`src/rtl/mc_ctrl.sv`:
```
// rtl/mc_ctrl.sv - multi-cycle sequencer for the two-memory CPU
module mc_ctrl #(
  parameter int DATA_W  = 32,
  parameter int ADDR_W  = 10,
  parameter int OP_W    = 4,
  parameter int RD_LAT  = 1,
  parameter int ALU_LAT = 1,
  parameter int OP_JMP  = 14,
  parameter int OP_BRZ  = 13,
  parameter int OP_HALT = 15,
  parameter int CNT_W   = 32
) (
  input  logic              clk,
  input  logic              rst,
  input  logic              run,
  output logic              halted,
  output logic [OP_W-1:0]   op,
  output logic [DATA_W-1:0] a,
  output logic [DATA_W-1:0] b,
  input  logic [DATA_W-1:0] res,
  output logic              we,
  output logic [ADDR_W-1:0] addr,
  output logic [DATA_W-1:0] din,
  input  logic [DATA_W-1:0] dout,
  output logic [ADDR_W-1:0] addrI,
  input  logic [DATA_W-1:0] doutI,
  output logic [ADDR_W-1:0] pc,
  output logic [CNT_W-1:0]  retired
);

  typedef enum logic [3:0] {
    IDLE, FETCH, WAIT_I, DECODE, WAIT_A, READ_A, WAIT_B, EXEC, WAIT_X, WRITE, HALT
  } state_t;

  // Instruction fields sit at the top of the word; a word narrower than the
  // fields is treated as zero-padded on the right.
  localparam int IW = OP_W + 3 * ADDR_W;
  localparam int PW = (DATA_W >= IW) ? DATA_W : IW;
  localparam int FS = PW - IW;

  // Wait states are entered with the counter preset to latency-1.
  localparam logic [2:0] RD_M1  = 3'(RD_LAT - 1);
  localparam logic [2:0] ALU_M1 = (ALU_LAT > 0) ? 3'(ALU_LAT - 1) : 3'd0;

  state_t             state_q, state_d;
  logic [2:0]         cnt_q, cnt_d;
  logic [ADDR_W-1:0]  pc_q, pc_d, addr_q, addr_d, addr_i_q, addr_i_d;
  logic [ADDR_W-1:0]  fa_q, fa_d, fb_q, fb_d, fd_q, fd_d;
  logic [OP_W-1:0]    op_q, op_d, opc_q, opc_d;
  logic [DATA_W-1:0]  a_q, a_d, b_q, b_d, din_q, din_d, opa_q, opa_d;
  logic               we_q, we_d, halted_q, halted_d;
  logic [CNT_W-1:0]   retired_q, retired_d, ret_inc;
  logic [PW-1:0]      ins;
  logic [OP_W-1:0]    f_op;
  logic [ADDR_W-1:0]  f_fa, f_fb, f_fd;

  assign ins  = PW'(doutI) << (PW - DATA_W);
  assign f_op = OP_W'(ins >> (FS + 3 * ADDR_W));
  assign f_fa = ADDR_W'(ins >> (FS + 2 * ADDR_W));
  assign f_fb = ADDR_W'(ins >> (FS + ADDR_W));
  assign f_fd = ADDR_W'(ins >> FS);

  // Saturating retire count: sticks at all-ones.
  assign ret_inc = (&retired_q) ? retired_q : retired_q + CNT_W'(1);

  // Next-state and next-output logic of the sequencer.
  always_comb begin
    state_d   = state_q;
    cnt_d     = cnt_q;
    pc_d      = pc_q;
    addr_d    = addr_q;
    addr_i_d  = addr_i_q;
    fa_d      = fa_q;
    fb_d      = fb_q;
    fd_d      = fd_q;
    op_d      = op_q;
    opc_d     = opc_q;
    a_d       = a_q;
    b_d       = b_q;
    din_d     = din_q;
    opa_d     = opa_q;
    we_d      = 1'b0;
    halted_d  = halted_q;
    retired_d = retired_q;
    unique case (state_q)
      IDLE: if (run) state_d = FETCH;
      FETCH: begin
        addr_i_d = pc_q;
        pc_d     = pc_q + ADDR_W'(1);
        cnt_d    = RD_M1;
        state_d  = WAIT_I;
      end
      WAIT_I: if (cnt_q == 3'd0) state_d = DECODE; else cnt_d = cnt_q - 3'd1;
      DECODE: begin
        opc_d = f_op;
        fa_d  = f_fa;
        fb_d  = f_fb;
        fd_d  = f_fd;
        if (f_op == OP_W'(OP_HALT)) begin
          halted_d = 1'b1;
          state_d  = HALT;
        end else if (f_op == OP_W'(OP_JMP)) begin
          pc_d      = f_fa;
          retired_d = ret_inc;
          state_d   = FETCH;
        end else begin
          addr_d  = f_fa;
          cnt_d   = RD_M1;
          state_d = WAIT_A;
        end
      end
      WAIT_A: if (cnt_q == 3'd0) state_d = READ_A; else cnt_d = cnt_q - 3'd1;
      READ_A: begin
        opa_d = dout;
        if (opc_q == OP_W'(OP_BRZ)) begin
          if (dout == '0) pc_d = fb_q;
          retired_d = ret_inc;
          state_d   = FETCH;
        end else begin
          addr_d  = fb_q;
          cnt_d   = RD_M1;
          state_d = WAIT_B;
        end
      end
      WAIT_B: if (cnt_q == 3'd0) state_d = EXEC; else cnt_d = cnt_q - 3'd1;
      EXEC: begin
        a_d  = opa_q;
        b_d  = dout;
        op_d = opc_q;
        if (ALU_LAT > 0) begin
          cnt_d   = ALU_M1;
          state_d = WAIT_X;
        end else begin
          state_d = WRITE;
        end
      end
      WAIT_X: if (cnt_q == 3'd0) state_d = WRITE; else cnt_d = cnt_q - 3'd1;
      WRITE: begin
        we_d      = 1'b1;
        addr_d    = fd_q;
        din_d     = res;
        retired_d = ret_inc;
        state_d   = FETCH;
      end
      HALT: if (run) begin
        halted_d = 1'b0;
        state_d  = FETCH;
      end
      default: state_d = IDLE;
    endcase
  end

  // State and output registers; reset wins over any pending write.
  always_ff @(posedge clk) begin
    if (rst) begin
      state_q   <= IDLE;
      cnt_q     <= '0;
      pc_q      <= '0;
      addr_q    <= '0;
      addr_i_q  <= '0;
      fa_q      <= '0;
      fb_q      <= '0;
      fd_q      <= '0;
      op_q      <= '0;
      opc_q     <= '0;
      a_q       <= '0;
      b_q       <= '0;
      din_q     <= '0;
      opa_q     <= '0;
      we_q      <= 1'b0;
      halted_q  <= 1'b0;
      retired_q <= '0;
    end else begin
      state_q   <= state_d;
      cnt_q     <= cnt_d;
      pc_q      <= pc_d;
      addr_q    <= addr_d;
      addr_i_q  <= addr_i_d;
      fa_q      <= fa_d;
      fb_q      <= fb_d;
      fd_q      <= fd_d;
      op_q      <= op_d;
      opc_q     <= opc_d;
      a_q       <= a_d;
      b_q       <= b_d;
      din_q     <= din_d;
      opa_q     <= opa_d;
      we_q      <= we_d;
      halted_q  <= halted_d;
      retired_q <= retired_d;
    end
  end

  assign halted  = halted_q;
  assign op      = op_q;
  assign a       = a_q;
  assign b       = b_q;
  assign we      = we_q;
  assign addr    = addr_q;
  assign din     = din_q;
  assign addrI   = addr_i_q;
  assign pc      = pc_q;
  assign retired = retired_q;

endmodule
```
`config.mk`:
```
export PLATFORM = sky130hd
export DESIGN_NAME = mc_ctrl
export DESIGN_NICKNAME = d
export VERILOG_FILES = /design/src/rtl/mc_ctrl.sv
export SDC_FILE = /design/constraint.sdc
export NUM_CORES = 1
export LEC_CHECK = 0
export CAP_MARGIN = 15
export CORE_ASPECT_RATIO = 1.25
export CORE_MARGIN = 8
export CORE_UTILIZATION = 35
export DETAILED_ROUTE_END_ITERATION = 6
export PLACE_DENSITY_LB_ADDON = 0.08
export RECOVER_POWER = 100
export SLEW_MARGIN = 30
export SYNTH_ARGS = -nofsm -noshare
export SYNTH_HDL_FRONTEND = slang
export SYNTH_SLANG_ARGS = --single-unit
```
`constraint.sdc`:
```
create_clock -name clk -period 2.1 [get_ports clk]
set_input_delay 0.42 -clock clk [delete_from_list [all_inputs] [get_ports clk]]
set_output_delay 0.42 -clock clk [all_outputs]
set_load 0.02 [all_outputs]
```
[Yosys cells after proc, flatten, opt, wreduce, memory -nomap -nowiden]
Index checks and enable logic that the tools add are counted.
Widths: inputs -> output; s select.
Word-level totals
  register bits after elaboration: 225
  input bits: 99
  logic and storage cells: 95
  output and inout port bits: 164
Cells by class
  multiplexer cells: 32
  add/subtract/negate cells: 3
  reductions and logical operators: 17
  equal/unequal tests: 27
Operators by type and width (number)
  $mux 32: 4
  $pmux 32 s3: 1
  $mux 10: 7
  $pmux 10 s3: 2
  $pmux 4 s10: 1
  $add 32x1->32 const B: 1
  $logic_not 32->1: 1
  $reduce_and 32->1: 1
  $ne 2x2->1 const B: 13
  $eq 4x4->1 const B: 6
  $mux 4: 6
  $mux 3: 6
  $eq 4x3->1 const B: 4
  $reduce_and 5->1: 3
  $pmux 3 s4: 1
  $add 10x1->10 const B: 1
  $eq 4x2->1 const B: 2
  $reduce_and 4->1: 2
  $reduce_bool 3->1: 2
  $eq 4x1->1 const B: 1
  $logic_not 4->1: 1
  $reduce_bool 4->1: 1
  $reduce_or 2->1: 2
  $reduce_or 4->1: 1
  7 further kinds: 9

[Longest topological paths before layout]
Gate-level depths: netlist (run 1).
  depth in word-level cells: 5
  mapped depth: 9
  depth with buffers taken out: 8

[Least setup slack after synthesis (run 1)]
No wires, ideal clock.
  kind: reg2reg
  from: register retired_q[0], in the netlist retired[0]
  to: register retired_q[27], in the netlist retired[27]
  data required time: 1.979 ns
  clock period less this slack: 2.162 ns
  stages on the path, launching flop included: 8
  data arrival time: 2.042 ns
  buffers on the path: 0
  slack: -0.062 ns
  setup time: 0.121 ns
  cell sequence: dfxtp_1 -> ha_1 -> and4_1 -> and4_1 -> nand3_1 -> nand2_1 -> nor4_1 -> mux2_2
Between the ends
  word-level cells in the longest chain between the ends: 5
  elaborated cells on any way between the ends: 7
  classes of those cells: 1 x add/sub; 5 x mux; 1 x reduce/logical
RTL lines
  from (decl): line 52  | logic [CNT_W-1:0] retired_q, retired_d, ret_inc;
  from (signal assigned): line 190  | retired_q <= retired_d;
  $add 32x1->32 / $reduce_and 32->1 (equally long branches): line 64  | assign ret_inc = (&retired_q) ? retired_q : retired_q + CNT_W'(1);
  $mux 32 *: line 64
  $mux 32: line 102  | end else if (f_op == OP_W'(OP_JMP)) begin
  $mux 32: line 99  | if (f_op == OP_W'(OP_HALT)) begin
  $pmux 32 s3 *: line 85  | unique case (state_q)
Every way passes the cells marked *; elsewhere a longest branch is shown, timed or not. The select of a mux whose other input is x is not followed.
A chain may end at the register's enable or synchronous reset.

[Final worst setup path (run 1)]
  from: register pc_q[6], in the netlist pc[6]
  to: output pc[6]
RTL lines
  from (decl): line 47  | logic [ADDR_W-1:0] pc_q, pc_d, addr_q, addr_d, addr_i_q, addr_i_d;
  from (signal assigned): line 176  | pc_q <= pc_d;
  to (decl): line 27  | output logic [ADDR_W-1:0] pc,
No word-level cell between the ends.

==> results.py, run 1 <==
metrics = {
    "status": {
        "outcome": "finished, final reports clean",
    },
    "floorplan": {
        "core_um2": 25200,
        "io-pin-count": 263,
        "start_util": 0.355,
        "die_h_um": 195,
        "row_count": 65,
        "dieArea_um2": 31000,
        "dieWidth_um": 159,
    },
    "synthesis": {
        "ys_top_cells_by_count": "nand2_1, dfxtp_1, a21oi_1, nor2_1, clkbuf_1",
        "synth_most_common_cell": "nand2_1",
        "async_reset_ff_frac": 0,
        "synthFlopType": "dfxtp_1",
        "synth_top_area_frac": 0.503,
        "synth_edf_count": 0,
        "yosysWarnings": 0,
        "synth_seq_area_share": 0.503,
        "synth-seq-cells": 225,
        "avgSynthCellArea_um2": 7.85,
        "ys_top_cells_by_area": "dfxtp_1, nand2_1, a21oi_1",
        "syn_nets": 1245,
        "synth_cells": 1142,
        "syn-cell-area_um2": 8960,
        "ys_types": 50,
        "yosysTopAreaCell": "dfxtp_1",
    },
    "routing": {
        "wl_um": 29300,
        "drc": 0,
        "first_iter_violations": 531,
        "routed_via_density": 4.90,
        "met2_length_um": 14800,
        "wl_met3_um": 2020,
        "vias": 8824,
        "drt-pass1-iter-count": 5,
        "highest_layer": "met4",
        "m1WireLength_um": 11900,
        "ant_nets": 0,
        "wire_per_inst_um": 16.2,
    },
    "sta": {
        "period_share": 0.974,
        "fin_setup_tns_ns": 0,
        "worst_pin_slew_ns": 0.675,
        "slew_viol_final": 0,
        "slew_headroom": 0.550,
        "fmax_mhz": 489,
        "whs_ns": 0.213,
        "post-route-min-period_ns": 2.05,
        "hold_viol_final": 0,
        "skew_ns": 0.0106,
        "setup_viol": 0,
        "rsz0062_at_grt": "true",
    },
    "setup_path": {
        "startpoint_type": "flop",
        "cp_slowest_cell": "clkdlybuf4s50_1",
        "path_class": "flop to output pin",
        "cp.required_ns": 1.68,
        "ff2ff_setup_slack_ns": 0.09,
        "worstSetupEndpointType": "output pin",
        "worst-path-buf-inv": 1,
        "crit_family": "buffers and inverters",
        "path_cells": "clkdlybuf4s50_1",
        "cp_data_arrival_time_ns": 1.63,
        "cp_slowest_stage_delay_ns": 0.67,
        "worst-path-max-fanout": 6,
    },
    "power": {
        "peakVddDrop_v": 0.000601,
        "p_leak_nw": 5.03,
        "p_clk_frac": 0.451,
        "seq_power_share": 0.465,
        "combPwrFrac": 0.085,
        "internal_power_mw": 7.22,
        "powerDensity_nw_per_um2": 701,
        "swShare": 0.232,
        "p_sw_mw": 2.18,
    },
    "finish": {
        "drive_above_1_share": 0.115,
        "layout.nets": 1553,
        "final_util": 0.531,
        "multi_input_area_um2": 4250,
        "final_cells": 1802,
        "finalInstanceArea_um2": 13400,
        "area_growth_pct": 49.5,
        "seq_area_um2": 4510,
        "fillers": 2447,
        "antenna_cells": 0,
    },
    "placed_design": {
        "port_buffers": 262,
        "gp_congestion": 0.800,
        "hpwl_um": 20700,
        "place_area_um2": 12500,
        "placed_cells": 1754,
    },
    "global_route": {
        "antenna_found_initial": 0,
        "grt_usage": 0.182,
        "grt_pass1_vias": 8587,
        "grt-ovfl-total": 0,
        "grt_max_degree": 69,
        "grt_first_pass_wirelength_um": 47000,
    },
    "clock_network": {
        "h-tree-depth": 1,
        "cts_tree": "done",
        "cts_buffers": 25,
        "clock-sinks": 225,
        "cts_hold_buf": 0,
        "clock_path_buffers": 3,
        "clk_pin_slew_ns": 0.06,
        "root_buffer": "clkbuf_16",
        "clock_latency_ns": 0.52,
    },
    "run": {
        "max-cap-violations": 0,
    },
    "worst_hold_path": {
        "min_path_type": "input port to flop",
    },
}
-- logic make-up (layout without fill, tap and decap cells) --
group / after synthesis / in the layout / synth area share
xor gates and xnor gates: 28 / 28 / 0.0274
and+or+nand+nor: 541 / 541 / 0.262
buffers and inverters: 85 / 410 / 0.0374
DFF: 225 / 225 / 0.503
muxes: 8 / 8 / 0.00935
AOI/OAI and AO/OA: 251 / 251 / 0.156
adders and majority gates: 4 / 4 / 0.00558
-- flip-flops by register name (all words and copies together), names as in the netlist, 4 cells and up --
name,count
op,4
fd_q,8
retired,32
a,32
state_q,4
fb_q,10
addr,10
opa_q,32
b,32
din,32
addrI,10
pc,10
opc_q,4
-- final cells by class --
| cell class | instances | area share |
|---|---|---|
| Sequential cell | 225 | 0.337 |
| Multi-Input combinational cell | 832 | 0.317 |
| Timing Repair Buffer | 359 | 0.254 |
| Clock buffer | 32 | 0.0501 |
| Tap cell | 335 | 0.0313 |
| Clock inverter | 12 | 0.00850 |
| Inverter | 7 | 0.00196 |
-- what timing repair did --
action                     CTS  global route
setup endpoints to repair   22            32
pin swaps                    1             8
resized for setup            5            40
cloned                       0             1
setup buffers                2             2
-- power groups by stage --
stage | clock (mW) | sequential (mW) | combinational [mW]
after floorplan | 0 | 4.47 | 0.297
after global placement | 0 | 4.46 | 0.782
after detailed placement | 0 | 4.46 | 0.785
after CTS | 4.38 | 4.36 | 0.791
after global routing | 4.56 | 4.37 | 0.867
final | 4.23 | 4.36 | 0.794
-- worst register-to-register path: stages (launching register included) --
cell and delay [ns]:
dfxtp_1 0.34, buf_6 0.14, nor4bb_4 0.24, buf_4 0.19, nand2_4 0.07, and3_4 0.19, or4_4 0.53, xor2_1 0.14
nor2_1 0.05
-- metal layers --
| layer | vias up | track usage |
|---|---|---|
| met5 | - | 0 |
| met4 | 0 | 0.0462 |
| met3 | 36 | 0.0552 |
| met2 | 188 | 0.325 |
| met1 | 4119 | 0.208 |
| li1 | 4481 | - |
-- worst paths after layout --
path | start | to | cells after the start
worst max-delay path | pc[6] | pc[6] | 1
worst min-delay path | dout[4] | b[4] | 3
worst max register to register | state_q[3] | retired[19] | 8
worst min register to register | opa_q[0] | a[0] | 2
-- placed cells by master (no fill, tap or decap), types with 4 or more instances in the layout --
| cell | synthesis | routed |
|---|---|---|
| o21ai_0 | 17 | 16 |
| nand2b_1 | 4 | 4 |
| dfxtp_2 | 0 | 4 |
| a21o_1 | 5 | 5 |
| clkdlybuf4s50_1 | 0 | 136 |
| a31oi_1 | 6 | 6 |
| nand2_1 | 360 | 358 |
| a22oi_1 | 18 | 18 |
| xor2_1 | 11 | 11 |
| mux2i_1 | 5 | 5 |
| dfxtp_1 | 225 | 221 |
| nor2_1 | 67 | 66 |
| buf_4 | 0 | 76 |
| a311oi_1 | 8 | 8 |
| and4_1 | 10 | 9 |
| nor3_1 | 12 | 12 |
| buf_12 | 0 | 7 |
| nor4_2 | 1 | 7 |
| xnor2_1 | 17 | 17 |
| o211ai_1 | 4 | 4 |
| dlygate4sd3_1 | 0 | 112 |
| nand4_1 | 10 | 10 |
| or3_1 | 5 | 4 |
| and3_1 | 12 | 10 |
| nand3_1 | 18 | 15 |
| inv_1 | 7 | 7 |
| dlymetal6s2s_1 | 0 | 6 |
| clkinv_2 | 0 | 9 |
| clkbuf_1 | 60 | 15 |
| nor4_1 | 19 | 12 |
| nor2b_1 | 4 | 4 |
| ha_1 | 4 | 4 |
| a21oi_1 | 182 | 181 |
| clkbuf_16 | 0 | 25 |
| buf_6 | 2 | 6 |
-- stage by stage --
step	power, mW	setup WS, ns
final	9.39	0.0542
after global routing	9.80	-0.0194
after CTS	9.54	0.000218
after detailed placement	5.24	-0.565
after global placement	5.24	-0.525
after floorplan	4.77	-0.0203
No activity file was read; power rests on OpenSTA's default activity.
==> inputs of run 2 (changes only) <==
==> constraint.sdc (replaced) <==
create_clock -name clk -period 2.6 [get_ports clk]
set_input_delay 0.52 -clock clk [delete_from_list [all_inputs] [get_ports clk]]
set_output_delay 0.52 -clock clk [all_outputs]
set_load 0.02 [all_outputs]
==> run 2 against run 1 <==
  * Sequential share of layout area is 1.1 points higher
  * Via count decreased by 1.9%
  * Clock-buffer cell count rose by 7
  * Die area is the same
  * Non-clock buffer count shrank 38
  * First-iteration DRC count down 7.9%
  * Sequential power shrank 19%
  * Register-to-register slack better by 0.13 ns
  * Clock skew up 0.0067 ns
  * Critical endpoint is now retired[7]
==> results.py, run 2 (synthesis gave the netlist of run 1 again) <==
metrics = {
    "status": {
        "outcome": "finished, final reports clean",
    },
    "run": {
        "max-cap-violations": 0,
    },
    "global_route": {
        "grt_usage": 0.179,
        "grt-ovfl-total": 0,
        "grt_pass1_vias": 8412,
        "grt_max_degree": 73,
        "top_usage_layer": "met2",
        "met1_usage": 0.206,
        "grt_first_pass_wirelength_um": 46200,
        "grt_use_met3": 0.0609,
        "antenna_found_initial": 0,
        "gr-usage-met2": 0.309,
    },
    "clock_network": {
        "h-tree-depth": 1,
        "clk_pin_slew_ns": 0.06,
        "clock_path_buffers": 3,
        "root_buffer": "clkbuf_16",
        "clock_latency_ns": 0.51,
        "cts_hold_buf": 0,
        "cts_tree": "done",
        "cts_buffers": 25,
        "clock-sinks": 225,
    },
    "worst_hold_path": {
        "hold_depth": 2,
        "holdPathEnd": "retired[20]",
        "hold_start": "rst",
        "min_path_type": "input port to flop",
    },
    "power": {
        "swShare": 0.225,
        "p_leak_nw": 4.91,
        "powerDensity_nw_per_um2": 588,
        "p_sw_mw": 1.71,
        "p_clk_frac": 0.461,
        "seq_power_share": 0.463,
        "combPwrFrac": 0.076,
        "internal_power_mw": 5.91,
        "peakVddDrop_v": 0.000510,
    },
    "sta": {
        "slew_viol_final": 0,
        "hold_viol_final": 0,
        "period_share": 0.916,
        "setup_ws_ns": 0.218,
        "fmax_mhz": 420,
        "worst_pin_slew_ns": 1.02,
        "post-route-min-period_ns": 2.38,
        "slew_headroom": 0.319,
        "setup_viol": 0,
        "rsz0062_at_grt": "false",
        "skew_ns": 0.0173,
    },
    "routing": {
        "routed_via_density": 4.91,
        "drc": 0,
        "first_iter_violations": 489,
        "wire_per_inst_um": 16.3,
        "drt-pass1-iter-count": 5,
        "ant_nets": 0,
        "vias": 8653,
        "wl_um": 28700,
    },
    "finish": {
        "drive_above_1_share": 0.0714,
        "finalInstanceArea_um2": 13000,
        "seq_area_um2": 4510,
        "area_growth_pct": 44.7,
        "final_cells": 1764,
        "fillers": 2515,
        "mostFrequentLayoutCells": "nand2_1, dfxtp_1, a21oi_1",
        "final_util": 0.514,
        "layout.nets": 1515,
        "multi_input_area_um2": 4130,
        "final_common_cell": "nand2_1",
        "antenna_cells": 0,
    },
    "setup_path": {
        "path_cells": "buf_4 -> nand4bb_1 -> or3_1 -> and3_1 -> clkbuf_2 -> nor4_1 -> xnor2_1 -> nor2_1",
        "worst-path-max-fanout": 16,
        "cp_slowest_stage_delay_ns": 0.42,
        "reg2reg_from": "state_q[2]",
        "path_class": "flop to flop",
        "cp_slowest_cell": "nor4_1",
        "worstSetupEndpointType": "flop",
        "startpoint_type": "flop",
        "reg2regPathDepth": 8,
        "rr_endpoint": "retired[7]",
        "ff2ff_setup_slack_ns": 0.22,
        "cp_data_arrival_time_ns": 2.77,
        "cp.required_ns": 2.99,
    },
    "placed_design": {
        "gp_congestion": 0.794,
        "port_buffers": 262,
        "place_ws_ns": -0.185,
        "place_area_um2": 12200,
        "placed_cells": 1720,
        "hpwl_um": 20400,
    },
    "floorplan": {
        "start_util": 0.355,
        "die_h_um": 195,
        "core_um2": 25200,
        "dieArea_um2": 31000,
        "dieWidth_um": 159,
        "io-pin-count": 263,
        "row_count": 65,
    },
}
==> run 2: cell types whose count changed in the layout (fill, tap and decap cells not counted), moves of 7 or more <==
cell and delta:
buf_4 -32, clkdlybuf4s50_1 -39, dlygate4sd3_1 +52, clkinv_2 -7, nor4_1 +8, nor4_2 -7
==> run 2: final cells by class <==
class	count	area share
inverters	7	0.00203
flip-flops and latches	225	0.347
repair buffers	321	0.237
multi-input cells	832	0.318
clock buffers	39	0.0569
clock inverters	5	0.00598
well taps	335	0.0323
==> run 2: worst max-delay path by stage <==
| stage | startpoint | end |
|---|---|---|
| 4_1_cts | state_q[0] | pc[0] |
| 3_3_place_gp | dout[1] | pc[2] |
| 5_1_grt | dout[1] | pc[3] |
| 6_report | state_q[2] | retired[7] |
| 3_5_place_dp | dout[1] | pc[4] |
| 2_1_floorplan | doutI[30] | retired[27] |
==> run 2: critical path, delay by kind of cell, from the launching register on <==
family | cells | cell delay, ns
flip-flops | 1 | 0.33
AND/OR/NAND/NOR | 5 | 1.31
XOR/XNOR | 1 | 0.17
buffers and inverters | 2 | 0.44
==> run 2: power by group through the flow <==
stage / combinational, mW / sequential (mW) / clock (mW)
after floorplan: 0.239 / 3.61 / 0
after global placement: 0.598 / 3.61 / 0
after detailed placement: 0.599 / 3.61 / 0
after CTS: 0.601 / 3.53 / 3.62
after global routing: 0.643 / 3.54 / 3.77
final: 0.581 / 3.53 / 3.51
==> run 2: stage by stage <==
step / hold WS, ns / TNS (ns) / power [mW]
after global routing: 0.428 / 0 / 7.94
after global placement: 0.438 / -1.59 / 4.20
final: 0.412 / 0 / 7.62
after CTS: 0.410 / 0 / 7.75
after detailed placement: 0.445 / -1.84 / 4.20
after floorplan: 0.432 / 0 / 3.85
==> run 2: what timing repair did <==
action | in CTS | in global routing
setup endpoints to repair | 0 | 1
resized for setup | 0 | 1
setup buffers | 0 | 0
==> run 2: layer usage <==
| layer | up-vias | share of wire |
|---|---|---|
| met2 | 193 | 0.49 |
| met1 | 4017 | 0.40 |
| li1 | 4403 | - |
| met5 | - | 0 |
| met4 | 0 | 0.023 |
| met3 | 40 | 0.078 |
==> inputs of run 3 (changes only) <==
--- a/config.mk
+++ b/config.mk
@@ -6,9 +6,9 @@
 export NUM_CORES = 1
 export LEC_CHECK = 0
 export CAP_MARGIN = 15
-export CORE_ASPECT_RATIO = 1.25
+export CORE_ASPECT_RATIO = 1.75
 export CORE_MARGIN = 8
-export CORE_UTILIZATION = 35
+export CORE_UTILIZATION = 45
 export DETAILED_ROUTE_END_ITERATION = 6
 export PLACE_DENSITY_LB_ADDON = 0.08
 export RECOVER_POWER = 100
==> run 3 against run 2 <==
  * Non-clock buffer count decreased by 3
  * Critical path depth unchanged
  * Final cell count decreased by 5.6%
  * Core utilization increased by 13 points
  * Clock-buffer cell count decreased by 12
  * Sequential cell count unchanged
  * Sequential power about the same
  * Sequential share of layout area increased by 0.73 points
==> results.py, run 3 (synthesis gave the netlist of run 1 again) <==
metrics = {
    "setup_path": {
        "worst-path-max-fanout": 13,
        "cp.required_ns": 3.04,
        "cp_slowest_cell": "dlygate4sd3_1",
        "ff2ff_setup_slack_ns": 0.25,
        "worstSetupEndpointType": "flop",
        "cp_data_arrival_time_ns": 2.81,
        "path_cells": "dlygate4sd3_1 -> nor4_1 -> nand4_1 -> o21ai_0 -> o211ai_1 -> buf_4 -> or2_2 -> a21oi_1",
        "path_class": "input port to flop",
        "startpoint_type": "input port",
        "cp_slowest_stage_delay_ns": 0.65,
        "reg2regPathDepth": 8,
    },
    "routing": {
        "wire_per_inst_um": 16.4,
        "ant_nets": 0,
        "vias": 8748,
        "met2_length_um": 13700,
        "drc": 0,
        "routed_via_density": 5.25,
        "m1WireLength_um": 10200,
        "wl_um": 27400,
        "drt-pass1-iter-count": 5,
        "first_iter_violations": 546,
        "wl_met3_um": 2270,
        "highest_layer": "met4",
    },
    "finish": {
        "finalInstanceArea_um2": 12700,
        "drive_above_1_share": 0.0684,
        "seq_area_um2": 4500,
        "area_growth_pct": 41.7,
        "final_common_cell": "nand2_1",
        "fillers": 1791,
        "layout.nets": 1508,
        "mostFrequentLayoutCells": "nand2_1, dfxtp_1, a21oi_1",
        "final_cells": 1666,
        "multi_input_area_um2": 4130,
    },
    "clock_network": {
        "clock_path_buffers": 3,
        "h-tree-depth": 1,
        "post_cts_buffers": 0,
        "cts_resized": 0,
        "cts_hold_buf": 0,
        "cts_buffers": 21,
        "clock_latency_ns": 0.51,
        "clk_pin_slew_ns": 0.06,
        "root_buffer": "clkbuf_16",
        "cts_tree": "done",
        "clock-sinks": 225,
    },
    "sta": {
        "slew_viol_final": 0,
        "skew_ns": 0.0101,
        "post-route-min-period_ns": 2.37,
        "rsz0062_at_grt": "false",
        "fin_setup_tns_ns": 0,
        "setup_viol": 0,
        "period_share": 0.913,
        "slew_headroom": 0.493,
        "worst_pin_slew_ns": 0.757,
        "fmax_mhz": 421,
        "hold_viol_final": 0,
    },
    "floorplan": {
        "io-pin-count": 263,
        "dieWidth_um": 123,
        "start_util": 0.456,
        "core_um2": 19700,
        "die_h_um": 203,
        "row_count": 68,
        "dieArea_um2": 24900,
    },
    "power": {
        "p_sw_mw": 1.67,
        "p_leak_nw": 4.84,
        "combPwrFrac": 0.083,
        "powerDensity_nw_per_um2": 560,
        "internal_power_mw": 5.45,
        "swShare": 0.234,
        "seq_power_share": 0.496,
        "peakVddDrop_v": 0.000624,
        "p_clk_frac": 0.421,
    },
    "global_route": {
        "grt_pass1_vias": 8455,
        "antenna_found_initial": 2,
        "grt_max_degree": 69,
        "grt-ovfl-total": 0,
        "grt_usage": 0.214,
        "grt_first_pass_wirelength_um": 43500,
    },
    "placed_design": {
        "port_buffers": 262,
        "place_area_um2": 12100,
        "placed_cells": 1627,
        "hpwl_um": 19600,
        "gp_congestion": 0.829,
    },
    "worst_hold_path": {
        "min_path_type": "input port to flop",
        "hold_depth": 2,
    },
    "status": {
        "outcome": "finished, final reports clean",
    },
    "run": {
        "max-cap-violations": 0,
    },
}
-- run 3: cell types whose count changed in the layout (fill, tap and decap cells not counted), sizes merged --
| cell | before | now |
|---|---|---|
| dlygate4sd3 | 164 | 165 |
| clkbuf | 51 | 37 |
| bufinv | 2 | 1 |
| diode | 0 | 2 |
| inv | 7 | 8 |
| buf | 48 | 47 |
| clkinv | 2 | 8 |
| clkinvlp | 1 | 0 |
| clkdlybuf4s50 | 97 | 96 |
-- run 3: layout make-up --
| type | count | area share |
|---|---|---|
| Multi-Input combinational cell | 832 | 0.325 |
| Inverter | 7 | 0.00207 |
| Timing Repair Buffer | 318 | 0.242 |
| Clock buffer | 27 | 0.0455 |
| Tap cell | 245 | 0.0241 |
| Antenna cell | 2 | 0.000394 |
| Clock inverter | 10 | 0.00621 |
| Sequential cell | 225 | 0.355 |
-- run 3: power by group through the flow --
stage	Clock, mW	Sequential [mW]	Combinational [mW]
6_report	2.99	3.53	0.593
3_5_place_dp	0	3.60	0.604
5_1_grt	3.20	3.53	0.647
4_1_cts	3.09	3.53	0.610
3_3_place_gp	0	3.60	0.600
2_1_floorplan	0	3.61	0.239
-- run 3: path summary, 6_finish.rpt --
kind	startpoint	end
hold / removal	rst	retired[30]
hold reg to reg	opa_q[26]	a[26]
setup / recovery	dout[9]	pc[2]
setup reg to reg	state_q[1]	addr[4]
-- run 3: critical path, delay by kind of cell --
family | cells | cell delay [ns]
AND/OR/NAND/NOR | 3 | 0.86
AO/OA/AOI/OAI | 3 | 0.57
buffers and inverters | 2 | 0.87
-- run 3: routing by layer --
metal  vias up  GRT usage
met4         0     0.0998
met2       260      0.372
met3        65     0.0620
li1       4386          -
met5         -          0
met1      4037      0.230
-- run 3: metrics by stage --
step | hold slack [ns] | util | total power, mW | setup slack (ns)
6_report | 0.428 | 0.646 | 7.11 | 0.225
4_1_cts | 0.442 | 0.649 | 7.22 | 0.256
3_5_place_dp | 0.444 | 0.615 | 4.21 | -0.232
5_1_grt | 0.459 | 0.646 | 7.38 | 0.0450
3_3_place_gp | 0.436 | 0.615 | 4.20 | -0.228
2_1_floorplan | 0.432 | - | 3.85 | 0.431
